[src/rtl/load_store_queue.sv]
// In-order load/store queue between the execute stage and the data-memory bus.
// Latency: an entry pushed at edge N may request in the next cycle; load write-back lands one edge after dvalid_i.
// Backpressure: full_o stalls the ex stage; dack_i low holds the head; at most one load is outstanding.
//
// Ports:
//   clk_i, resetb_i, clk_en_i            clock, async active-low reset, global enable (low = all state holds)
//   lq_wr_i/sq_wr_i, hpl_i, funct3_i,    push side from ex stage; full_o = DEPTH entries held
//   regd_addr_i, regs2_data_i, addr_i
//   dreq_o/dack_i, dwr_o, daddr_o,       memory request bus, driven combinationally from the head entry
//   dbe_o, dwdata_o, dhpl_o
//   dvalid_i, drdata_i                   load response
//   reg_wr_o, reg_addr_o, reg_data_o     registered register-file write-back
module load_store_queue #(
  parameter int unsigned DEPTH = 4
) (
  input  logic        clk_i,
  input  logic        resetb_i,
  input  logic        clk_en_i,
  output logic        full_o,
  input  logic        lq_wr_i,
  input  logic        sq_wr_i,
  input  logic [1:0]  hpl_i,
  input  logic [2:0]  funct3_i,
  input  logic [4:0]  regd_addr_i,
  input  logic [31:0] regs2_data_i,
  input  logic [31:0] addr_i,
  output logic        dreq_o,
  input  logic        dack_i,
  output logic        dwr_o,
  output logic [31:0] daddr_o,
  output logic [3:0]  dbe_o,
  output logic [31:0] dwdata_o,
  output logic [1:0]  dhpl_o,
  input  logic        dvalid_i,
  input  logic [31:0] drdata_i,
  output logic        reg_wr_o,
  output logic [4:0]  reg_addr_o,
  output logic [31:0] reg_data_o
);

  localparam int unsigned PW = $clog2(DEPTH);
  localparam logic [PW:0] FULL_CNT = (PW+1)'(DEPTH);

  typedef struct packed {
    logic        is_load;
    logic [1:0]  hpl;
    logic [2:0]  funct3;
    logic [4:0]  rd;
    logic [31:0] data;
    logic [31:0] addr;
  } entry_t;

  typedef enum logic {ISSUE, WAIT} state_t;

  entry_t        mem [DEPTH];
  entry_t        head;
  entry_t        new_entry;
  logic [PW-1:0] rd_ptr, wr_ptr;
  logic [PW:0]   count;
  state_t        state, state_nxt;
  logic          pop, push, wb;
  logic          is_byte, is_half;
  logic [1:0]    lane;
  logic [31:0]   shifted;
  logic [31:0]   ld_data;

  assign head   = mem[rd_ptr];
  assign full_o = (count == FULL_CNT);

  // A push while full is only accepted when the head leaves in the same cycle.
  assign push = (lq_wr_i | sq_wr_i) & (~full_o | pop);

  assign new_entry = '{is_load: lq_wr_i, hpl: hpl_i, funct3: funct3_i,
                       rd: regd_addr_i, data: regs2_data_i, addr: addr_i};

  always_comb begin
    state_nxt = state;
    dreq_o    = 1'b0;
    pop       = 1'b0;
    wb        = 1'b0;
    case (state)
      ISSUE: begin
        dreq_o = (count != '0);
        if (dreq_o && dack_i) begin
          if (head.is_load) state_nxt = WAIT;   // head stays until the response
          else              pop       = 1'b1;
        end
      end
      WAIT: begin
        if (dvalid_i) begin
          pop       = 1'b1;
          wb        = 1'b1;
          state_nxt = ISSUE;
        end
      end
      default: state_nxt = ISSUE;
    endcase
  end

  // Size decode: 100/101 are only byte/half for loads; every other
  // undefined encoding falls through to word.
  assign lane    = head.addr[1:0];
  assign is_byte = (head.funct3 == 3'b000) || (head.is_load && head.funct3 == 3'b100);
  assign is_half = (head.funct3 == 3'b001) || (head.is_load && head.funct3 == 3'b101);

  assign dwr_o   = ~head.is_load;
  assign daddr_o = {head.addr[31:2], 2'b00};
  assign dhpl_o  = head.hpl;

  always_comb begin
    if (is_byte) begin
      dbe_o    = 4'b0001 << lane;
      dwdata_o = {4{head.data[7:0]}};
    end else if (is_half) begin
      dbe_o    = 4'b0011 << lane;
      dwdata_o = {2{head.data[15:0]}};
    end else begin
      dbe_o    = 4'b1111;
      dwdata_o = head.data;
    end
  end

  assign shifted = drdata_i >> {lane, 3'b000};

  always_comb begin
    case (head.funct3)
      3'b000:  ld_data = {{24{shifted[7]}},  shifted[7:0]};
      3'b001:  ld_data = {{16{shifted[15]}}, shifted[15:0]};
      3'b100:  ld_data = {24'd0, shifted[7:0]};
      3'b101:  ld_data = {16'd0, shifted[15:0]};
      default: ld_data = shifted;
    endcase
  end

  always_ff @(posedge clk_i) begin
    if (clk_en_i && push) mem[wr_ptr] <= new_entry;
  end

  always_ff @(posedge clk_i or negedge resetb_i) begin
    if (!resetb_i) begin
      state      <= ISSUE;
      rd_ptr     <= '0;
      wr_ptr     <= '0;
      count      <= '0;
      reg_wr_o   <= 1'b0;
      reg_addr_o <= '0;
      reg_data_o <= '0;
    end else if (clk_en_i) begin
      state    <= state_nxt;
      reg_wr_o <= wb;
      if (wb) begin
        reg_addr_o <= head.rd;
        reg_data_o <= ld_data;
      end
      if (push) wr_ptr <= wr_ptr + 1'b1;
      if (pop)  rd_ptr <= rd_ptr + 1'b1;
      case ({push, pop})
        2'b10:   count <= count + 1'b1;
        2'b01:   count <= count - 1'b1;
        default: count <= count;
      endcase
    end
  end

endmodule

[config.mk]
export PLATFORM = sky130hd
export DESIGN_NAME = load_store_queue
export DESIGN_NICKNAME = d
export VERILOG_FILES = /design/src/rtl/load_store_queue.sv
export SDC_FILE = /design/constraint.sdc
export NUM_CORES = 1
export LEC_CHECK = 0
export BUFFER_PORTS_ARGS = -buffer_cell sky130_fd_sc_hd__buf_2
export CAP_MARGIN = 30
export CORE_UTILIZATION = 61
export CTS_CLUSTER_SIZE = 12
export DETAILED_ROUTE_END_ITERATION = 16
export GPL_TIMING_DRIVEN = 0
export PLACE_DENSITY = 0.82
export SKIP_CTS_REPAIR_TIMING = 1
export SYNTH_ARGS = -nofsm -noshare
export SYNTH_HDL_FRONTEND = slang
export SYNTH_SLANG_ARGS = --single-unit
[constraint.sdc]
create_clock -name clk_i -period 7.7 [get_ports clk_i]
set_input_delay 0.385 -clock clk_i [delete_from_list [all_inputs] [get_ports clk_i]]
set_output_delay 0.385 -clock clk_i [all_outputs]
set_load 0.02 [all_outputs]
==> flow_summary.ini, run 1 <==
[status]
status = finished clean

[worst_setup_path]
worstPathArrival_ns = 3.18
startpoint_type = register
cp-end-kind = output pin
path_max_fanout = 10
path_class = reg -> out
cp.required_ns = 7.32

[cts]
htree_num_levels = 2
cts_buffers = 36
root_buffer = clkbuf_16
cts.sinks = 346
path_clk_slew_ns = 0.06
clock_latency_ns = 0.51
clock_path_buffers = 3
cts_tree = done

[place]
dpl.hpwl_mm = 19.5
gp_congestion = 0.907
dp_worst_setup_slack_ns = 4.50
io_buffers = 221
dp.cells = 1299

[global_route]
grt_pass1_wl_mm = 44.7
gr-total-overflow = 0
grt.total_usage = 0.254
antenna_found_initial = 8
grt_max_degree = 60
grt_pass1_vias = 8004

[die]
die_h_um = 154
row_count = 55
dieArea_mm2 = 0.0236
ioPinCount = 224
start_util = 0.621
die_w_um = 154
coreArea_mm2 = 0.0226

[power]
p_clk_frac = 0.221
ir_worst_vdd_v = 0.000249
p_leak_nw = 6.41
p_int_mw = 4.51
power_density_mw_per_mm2 = 420
seqPwrFrac = 0.363
p_comb_frac = 0.416
p_sw_mw = 2.50
p_sw_frac = 0.357

[final_layout]
multi_input_area_mm2 = 0.00336
final_layout_size_suffix_gt1_frac = 0.397
final_core_util = 0.739
fillCellCount = 1356
seq_area_mm2 = 0.0102
fin_cells = 1362
final_cell_mix = edfxtp_1, buf_2, nand2_1
area_delta_synth_final_pct = 19.0
nNetsFinal = 1175
final_common_cell = edfxtp_1

[sta]
rsz0062_at_grt = no
clock.fmax_ghz = 0.280
setup_viol = 0
finalSetupTns_ns = 0
maxSlewHeadroom = 0.445
fin_ws_ns = 4.13
hold_viol_final = 0
maxSlewViolCount = 0
fin_crit_sh = 0.464
period_needed_ns = 3.57
worst_slew_pin_slew_ns = 0.828
skew_ns = 0.0195
holdWs_ns = 0.0847

[routing]
ant_nets = 0
initialDrtViolationCount = 588
wire_per_inst_um = 21.7
drc = 0
via_count = 7986
wl_mm = 29.6
vias_per_cell = 5.86
firstDrtPassIters = 5

[synthesis]
syn_avg_cell_area_um2 = 17.9
synth_cells = 787
syn_area_mm2 = 0.0140
ys_warn_count = 0
synth_ff_type = edfxtp_1
seq_area_frac_synth = 0.723
ys_ff_latch = 346
postSynth.asyncResetShare = 0.133
yosysUniqueCellTypes = 42
synth_edf_count = 300

[worst_hold_path]
worst_hold_path_type = in -> reg

[run]
cap_viol_max_count = 0
==> layer usage <==
| layer | share of wire | GRT usage | vias to the layer above | wire, um |
|---|---|---|---|---|
| met5 | 0.00044 | 0 | - | 13 |
| met4 | 0.023 | 0.0886 | 2 | 668 |
| met3 | 0.085 | 0.0626 | 50 | 2520 |
| met2 | 0.51 | 0.437 | 373 | 15200 |
| met1 | 0.38 | 0.318 | 4013 | 11200 |
| li1 | - | - | 3548 | - |
==> sequential cells by signal, summed over array words and instances (netlist names) <==
name	flops
reg_addr_o	5
mem	300
rd_ptr	2
count	3
reg_wr_o	1
state	1
reg_data_o	32
wr_ptr	2
==> area by class of cell <==
| class | instances | area share |
|---|---|---|
| clock buffer | 51 | 0.0596 |
| inverter | 11 | 0.00247 |
| timing repair buffer | 227 | 0.0750 |
| clock inverter | 4 | 0.00224 |
| buffer | 79 | 0.0299 |
| antenna | 7 | 0.00105 |
| multi-input combinational | 352 | 0.201 |
| tap | 285 | 0.0213 |
| sequential | 346 | 0.607 |
==> critical path, stage by stage, from the launching register on <==
cell     delay [ns]
dfrtp_1        0.41
buf_2          0.30
buf_1          0.58
buf_1          0.67
mux4_2         0.42
buf_4          0.15
buf_2          0.15
==> power by group through the flow <==
stage                     Sequential, mW  Combinational, mW  Clock, mW
final                               2.55               2.92       1.55
after CTS                           2.55               2.95       1.57
after floorplan                     2.69               1.92          0
after detailed placement            2.58               2.92          0
after global placement              2.60               2.83          0
after global routing                2.58               3.12       1.64
==> cell usage after synthesis (all sizes together), types with 2 or more instances <==
library cell,instances,share of area
buf,66,0.032
a22oi,8,0.0043
nor2,24,0.0071
nor3,4,0.0018
o21ai,14,0.0050
nand3b,10,0.0053
nand2,108,0.029
a21oi,9,0.0032
inv,11,0.0029
and3,3,0.0013
ha,8,0.0071
and2,7,0.0031
nand3,11,0.0039
o211ai,17,0.0094
mux2,9,0.0072
mux4,75,0.12
nor2b,2,0.0011
edfxtp,300,0.64
mux2i,26,0.019
clkbuf,13,0.0035
dfrtp,46,0.082
or2,3,0.0013
xnor2,4,0.0025
==> final timing paths <==
kind                          startpoint  slack, ns       endpoint  cells after the start
min in group asynchronous       resetb_i       0.44  reg_data_o[1]                      2
min                           addr_i[15]       0.08     mem[0][15]                      1
max in group asynchronous       resetb_i       6.73  reg_addr_o[4]                      3
min reg2reg                reg_data_o[2]       0.47  reg_data_o[2]                      2
max reg2reg                    rd_ptr[0]       4.51     mem[1][18]                      8
max                            rd_ptr[1]       4.13      dhpl_o[1]                      6
==> through the flow <==
| step | power, mW | instance area [um2] |
|---|---|---|
| after floorplan | 4.60 | 14100 |
| after global placement | 5.44 | 15500 |
| after detailed placement | 5.51 | 15700 |
| after CTS | 7.07 | 16700 |
| after global routing | 7.34 | 16700 |
| final | 7.02 | 16700 |
==> kinds of logic after synthesis <==
| group | count (synthesis) | share of synthesized area |
|---|---|---|
| AOI/OAI and AO/OA | 52 | 0.0258 |
| xor gates and xnor gates | 4 | 0.00249 |
| adders and majority gates | 9 | 0.00855 |
| buffers and inverters | 90 | 0.0386 |
| DFF | 346 | 0.723 |
| muxes | 110 | 0.146 |
| other | 1 | 0.000267 |
| and+or+nand+nor | 175 | 0.0552 |
(Power assumes the default switching activity.)
==> inputs of run 2 (changes only) <==
--- a/config.mk
+++ b/config.mk
@@ -5,13 +5,14 @@
 export SDC_FILE = /design/constraint.sdc
 export NUM_CORES = 1
 export LEC_CHECK = 0
+export ABC_AREA = 1
 export BUFFER_PORTS_ARGS = -buffer_cell sky130_fd_sc_hd__buf_2
 export CAP_MARGIN = 30
-export CORE_UTILIZATION = 61
+export CORE_UTILIZATION = 57
 export CTS_CLUSTER_SIZE = 12
 export DETAILED_ROUTE_END_ITERATION = 16
 export GPL_TIMING_DRIVEN = 0
-export PLACE_DENSITY = 0.82
+export PLACE_DENSITY = 0.77
 export SKIP_CTS_REPAIR_TIMING = 1
 export SYNTH_ARGS = -nofsm -noshare
 export SYNTH_HDL_FRONTEND = slang
==> constraint.sdc (replaced) <==
create_clock -name clk_i -period 3.6 [get_ports clk_i]
set_input_delay 0.18 -clock clk_i [delete_from_list [all_inputs] [get_ports clk_i]]
set_output_delay 0.18 -clock clk_i [all_outputs]
set_load 0.02 [all_outputs]
==> run 2 against run 1 <==
First-iteration DRC count up 56%; clock skew down 0.0027 ns; register-to-register slack worse by 4.0 ns; critical endpoint is now daddr_o[29]; clock power up 130%; critical path depth up 2; cell area up 10%.
==> flow_summary.ini, run 2 <==
[status]
status = finished clean

[synthesis]
synth_cells = 1279
syn_area_mm2 = 0.0147
seq_area_frac_synth = 0.690
ys_warn_count = 0
synth_area_leaders = edfxtp_1, dfrtp_1, nand2_1
synth_top_cell_area_share = 0.612
yosysUniqueCellTypes = 32
synth_edf_count = 300
synth_common_cells = edfxtp_1, nand2_1, nor2_1
syn_avg_cell_area_um2 = 11.5
synth_ff_type = edfxtp_1
synth_largest_area_cell = edfxtp_1
synth.most_common_cell = edfxtp_1
postSynth.asyncResetShare = 0.133
ys_ff_latch = 346

[place]
io_buffers = 221
placed_area_mm2 = 0.0165
dpl.hpwl_mm = 24.5
gp_congestion = 0.904

[sta]
fin_crit_sh = 0.923
skew_ns = 0.0169
rsz0062_at_grt = no
maxSlewViolCount = 0
finalSetupTns_ns = 0
maxSlewHeadroom = 0.420
worst_slew_pin_slew_ns = 0.868
hold_viol_final = 0
setup_viol = 0
clock.fmax_ghz = 0.301
period_needed_ns = 3.32

[die]
row_count = 58
die_w_um = 163
die_h_um = 163
ioPinCount = 224
dieArea_mm2 = 0.0265
coreArea_mm2 = 0.0253
start_util = 0.583

[global_route]
grt_max_degree = 32
antenna_found_initial = 2
grt.total_usage = 0.282
grt_pass1_vias = 10400
grt_pass1_wl_mm = 56.2
gr-total-overflow = 0

[cts]
htree_num_levels = 2
path_clk_slew_ns = 0.06
clock_latency_ns = 0.52
cts.sinks = 346
clock_path_buffers = 3
cts_tree = done
cts_buffers = 37
root_buffer = clkbuf_16

[routing]
initialDrtViolationCount = 918
ant_nets = 0
vias_per_cell = 5.63
via_count = 11100
wire_per_inst_um = 19.4
wl_mm = 38.4
firstDrtPassIters = 6
drc = 0

[worst_setup_path]
r2r-end = mem[1][22]
cpLargestDelayFamily = buffers and inverters
cp-end-kind = output pin
max_stage_delay_ns = 0.56
reg2reg_slack_ns = 0.51
r2r-start = rd_ptr[1]
path_max_fanout = 10
reg2reg_depth = 10
worst-path-stages = 8
startpoint_type = register
cp_slowest_cell = clkbuf_1
startpoint = rd_ptr[1]
cp_num_buf_inv = 6
endpoint = daddr_o[29]
worstPathArrival_ns = 3.14
path_class = reg -> out
path_cells = inv_2, buf_2, clkbuf_1, clkbuf_1, o21ai_0, o22ai_1, buf_4, buf_2
cp.required_ns = 3.42

[final_layout]
top_regs = mem: 300 flops, reg_data_o: 32 flops, reg_addr_o: 5 flops
final_cell_mix = edfxtp_1, nand2_1, buf_2
largest_reg_flops = 300
fillCellCount = 1744
final_core_util = 0.730
final_layout_size_suffix_gt1_frac = 0.247
multi_input_area_mm2 = 0.00374
nNetsFinal = 1751
area_delta_synth_final_pct = 25.3
final_area_mm2 = 0.0184
seq_area_mm2 = 0.0102
final_common_cell = edfxtp_1
largest-register = mem

[power]
ir_worst_vdd_v = 0.000631
p_total_mw = 17.4
p_leak_nw = 7.41
power_density_mw_per_mm2 = 945

[run]
cap_viol_max_count = 0

[worst_hold_path]
worst_hold_path_type = in -> reg
## run 2: per-stage QoR
stage / hold slack, ns / instances / worst slack [ns]
after CTS: -0.320 / 1901 / 0.347
after global routing: 0.0609 / 1981 / 0.213
final: 0.0464 / 1981 / 0.276
after detailed placement: 0.220 / 1842 / 0.488
after floorplan: -0.116 / 1280 / -0.0345
after global placement: 0.389 / 1831 / -1.74
## run 2: metal layers
| layer | up-vias | part of all wire | GRT usage | wire length (um) |
|---|---|---|---|---|
| li1 | 5135 | - | - | - |
| met1 | 5297 | 0.39 | 0.380 | 15000 |
| met2 | 607 | 0.49 | 0.450 | 18800 |
| met3 | 105 | 0.092 | 0.0624 | 3520 |
| met4 | 0 | 0.030 | 0.109 | 1140 |
| met5 | - | 0 | 0 | 0 |
## run 2: cell type report
cell class | instances | share of cell area
multi-input cells | 777 | 0.203
well taps | 330 | 0.0224
flip-flops and latches | 346 | 0.551
clock inverters | 7 | 0.00373
diodes | 2 | 0.000271
inverters | 44 | 0.00909
clock buffers | 52 | 0.0573
repair buffers | 310 | 0.116
plain buffers | 113 | 0.0369
## run 2: power by group
part	total (mW)	internal (mW)	switching (mW)
Combinational	8.42	2.77	5.65
Clock	3.56	2.11	1.46
Sequential	5.43	5.19	0.248
Total	17.4	10.1	7.36
## run 2: worst min-delay path by stage
stage / start / endpoint / depth (start not counted)
2_1_floorplan: resetb_i / count[0] / 0
3_3_place_gp: regs2_data_i[10] / mem[3][42] / 1
3_5_place_dp: resetb_i / reg_data_o[29] / 1
4_1_cts: resetb_i / reg_addr_o[1] / 1
5_1_grt: drdata_i[8] / reg_data_o[0] / 5
6_report: drdata_i[0] / reg_data_o[0] / 5
## run 2: kinds of logic (layout without fill, tap and decap cells)
kind of cell    Yosys count  in the layout  synth area share
simple gates            525            525             0.153
flops                   346            346             0.690
compound gates          239            239            0.0899
buf+inv                 157            526            0.0576
fa+ha+maj                 9              9           0.00816
xor+xnor                  2              2           0.00119
other cells               1              4          0.000255
## run 2: worst reg2reg max path, delay by kind of cell (launching register included)
| family | cells | cell delay, ns |
|---|---|---|
| buf+inv | 4 | 0.90 |
| simple gates | 6 | 1.40 |
| flops | 1 | 0.46 |
==> inputs of run 3 (changes only) <==
--- a/config.mk
+++ b/config.mk
@@ -8,11 +8,12 @@
 export ABC_AREA = 1
 export BUFFER_PORTS_ARGS = -buffer_cell sky130_fd_sc_hd__buf_2
 export CAP_MARGIN = 30
-export CORE_UTILIZATION = 57
+export CORE_UTILIZATION = 45
 export CTS_CLUSTER_SIZE = 12
 export DETAILED_ROUTE_END_ITERATION = 16
 export GPL_TIMING_DRIVEN = 0
-export PLACE_DENSITY = 0.77
+export PLACE_DENSITY = 0.63
+export RECOVER_POWER = 50
 export SKIP_CTS_REPAIR_TIMING = 1
 export SYNTH_ARGS = -nofsm -noshare
 export SYNTH_HDL_FRONTEND = slang
==> run 3 against run 2 <==
The run now ends with negative hold slack left; die area is 26% higher; combinational power is 2% lower; final cell count grew 5.6%; register-to-register slack gained 0.04 ns; sequential share of layout area rose by 0.17 points; utilization is 15 points lower; sequential power about the same; clock power increased by 2%; critical path depth stayed put; critical path type unchanged; highest routed layer unchanged.
==> flow_summary.ini, run 3 (synthesized netlist as in run 2, its figures left out) <==
[status]
status = finished, violations left
violations = negative hold slack

[cts]
cts_tree = done
htree_num_levels = 2
cts_buffers = 38
root_buffer = clkbuf_16
cts.sinks = 346
path_clk_slew_ns = 0.06
clock_path_buffers = 3
clock_latency_ns = 0.52

[routing]
ant_nets = 0
firstDrtPassIters = 5
wire_per_inst_um = 18.6
wl_mm = 38.8
initialDrtViolationCount = 863
vias_per_cell = 5.18
drc = 0
via_count = 10800

[sta]
rsz0062_at_grt = no
maxSlewHeadroom = 0.115
worst_slew_pin_slew_ns = 1.33
clock.fmax_ghz = 0.300
skew_ns = 0.0137
hold_viol_final = 2
period_needed_ns = 3.33
fin_crit_sh = 0.925
holdWs_ns = -0.0334
setup_viol = 0
maxSlewViolCount = 0

[global_route]
grt_pass1_wl_mm = 57.7
grt.total_usage = 0.228
grt_max_degree = 27
gr-total-overflow = 0
antenna_found_initial = 2
grt_pass1_vias = 10100

[final_layout]
area_delta_synth_final_pct = 24.9
top_regs = mem: 300 flops, reg_data_o: 32 flops, reg_addr_o: 5 flops
final_core_util = 0.577
multi_input_area_mm2 = 0.00370
fin_cells = 2091
fillCellCount = 2799
seq_area_mm2 = 0.0102
largest-register = mem
final_cell_mix = edfxtp_1, nand2_1, nor2_1
final_layout_size_suffix_gt1_frac = 0.175
nNetsFinal = 1752
final_common_cell = edfxtp_1
largest_reg_flops = 300

[worst_setup_path]
path_max_fanout = 10
path_cells = inv_1, buf_2, clkbuf_1, clkbuf_1, o21ai_0, o22ai_1, buf_4, buf_2
cpLargestDelayFamily = buffers and inverters
cp.required_ns = 3.42
startpoint = rd_ptr[1]
max_stage_delay_ns = 0.62
cp-end-kind = output pin
worstPathArrival_ns = 3.15
r2r-start = rd_ptr[1]
cp_slowest_cell = clkbuf_1
startpoint_type = register
cp_num_buf_inv = 6
reg2reg_slack_ns = 0.55
path_class = reg -> out

[power]
p_leak_nw = 7.07
power_density_mw_per_mm2 = 941
ir_worst_vdd_v = 0.000594

[die]
die_w_um = 183
ioPinCount = 224
row_count = 65
start_util = 0.462
dieArea_mm2 = 0.0334
coreArea_mm2 = 0.0319
die_h_um = 183

[worst_hold_path]
hp-start = dvalid_i
worst_hold_path_type = in -> reg

[place]
dp.cells = 1948
dpl.hpwl_mm = 26.0
gp_congestion = 0.869
io_buffers = 221

[run]
cap_viol_max_count = 0
==> run 3: changes by cell type in the layout (fill, tap and decap cells not counted), moves of 3 or more <==
cell,delta
clkbuf_1,+117
buf_2,-116
clkinv_2,+4
buf_12,+3
nand2_1,+3
==> run 3: worst min-delay path, delay by kind of cell <==
| kind | cells | cell delay, ns |
|---|---|---|
| AO/OA/AOI/OAI | 1 | 0.08 |
| buffers and inverters | 1 | 0.09 |
| AND/OR/NAND/NOR | 2 | 0.08 |
==> run 3: stage by stage <==
step	hold slack [ns]	cell area (um2)	setup slack [ns]	setup TNS, ns	power (mW)
after CTS	-0.332	17800	0.298	0	17.4
final	-0.0334	18400	0.270	0	17.3
after global placement	0.394	16400	-1.91	-556.70	13.7
after global routing	0.0170	18400	0.122	0	18.3
after floorplan	-0.116	14700	-0.0345	-10.34	10.9
after detailed placement	0.221	16700	0.630	0	13.8
==> run 3: cell type report <==
cell class,count,area share
Antenna cell,2,0.000272
Clock inverter,14,0.00619
Buffer,113,0.0362
Sequential cell,346,0.553
Clock buffer,50,0.0564
Multi-Input combinational cell,777,0.201
Tap cell,435,0.0296
Timing Repair Buffer,310,0.108
Inverter,44,0.00912
==> run 3: path summary, 6_finish.rpt <==
path | cells after the start | end
worst min register to register | 2 | count[2]
worst min-delay path | 4 | state
worst max register to register | 10 | mem[0][21]
worst max-delay path | 8 | daddr_o[31]
min in group asynchronous | 2 | reg_data_o[29]
max in group asynchronous | 3 | count[1]
==> run 3: metal layers <==
| metal | vias up | share of wire | track usage |
|---|---|---|---|
| li1 | 5138 | - | - |
| met1 | 5206 | 0.43 | 0.307 |
| met2 | 419 | 0.48 | 0.377 |
| met3 | 60 | 0.069 | 0.0516 |
| met4 | 0 | 0.018 | 0.0527 |
| met5 | - | 0 | 0 |
==> run 3: power breakdown <==
group / internal [mW] / switching (mW)
sequential: 5.18 / 0.250
clock: 2.10 / 1.52
combinational: 2.66 / 5.58
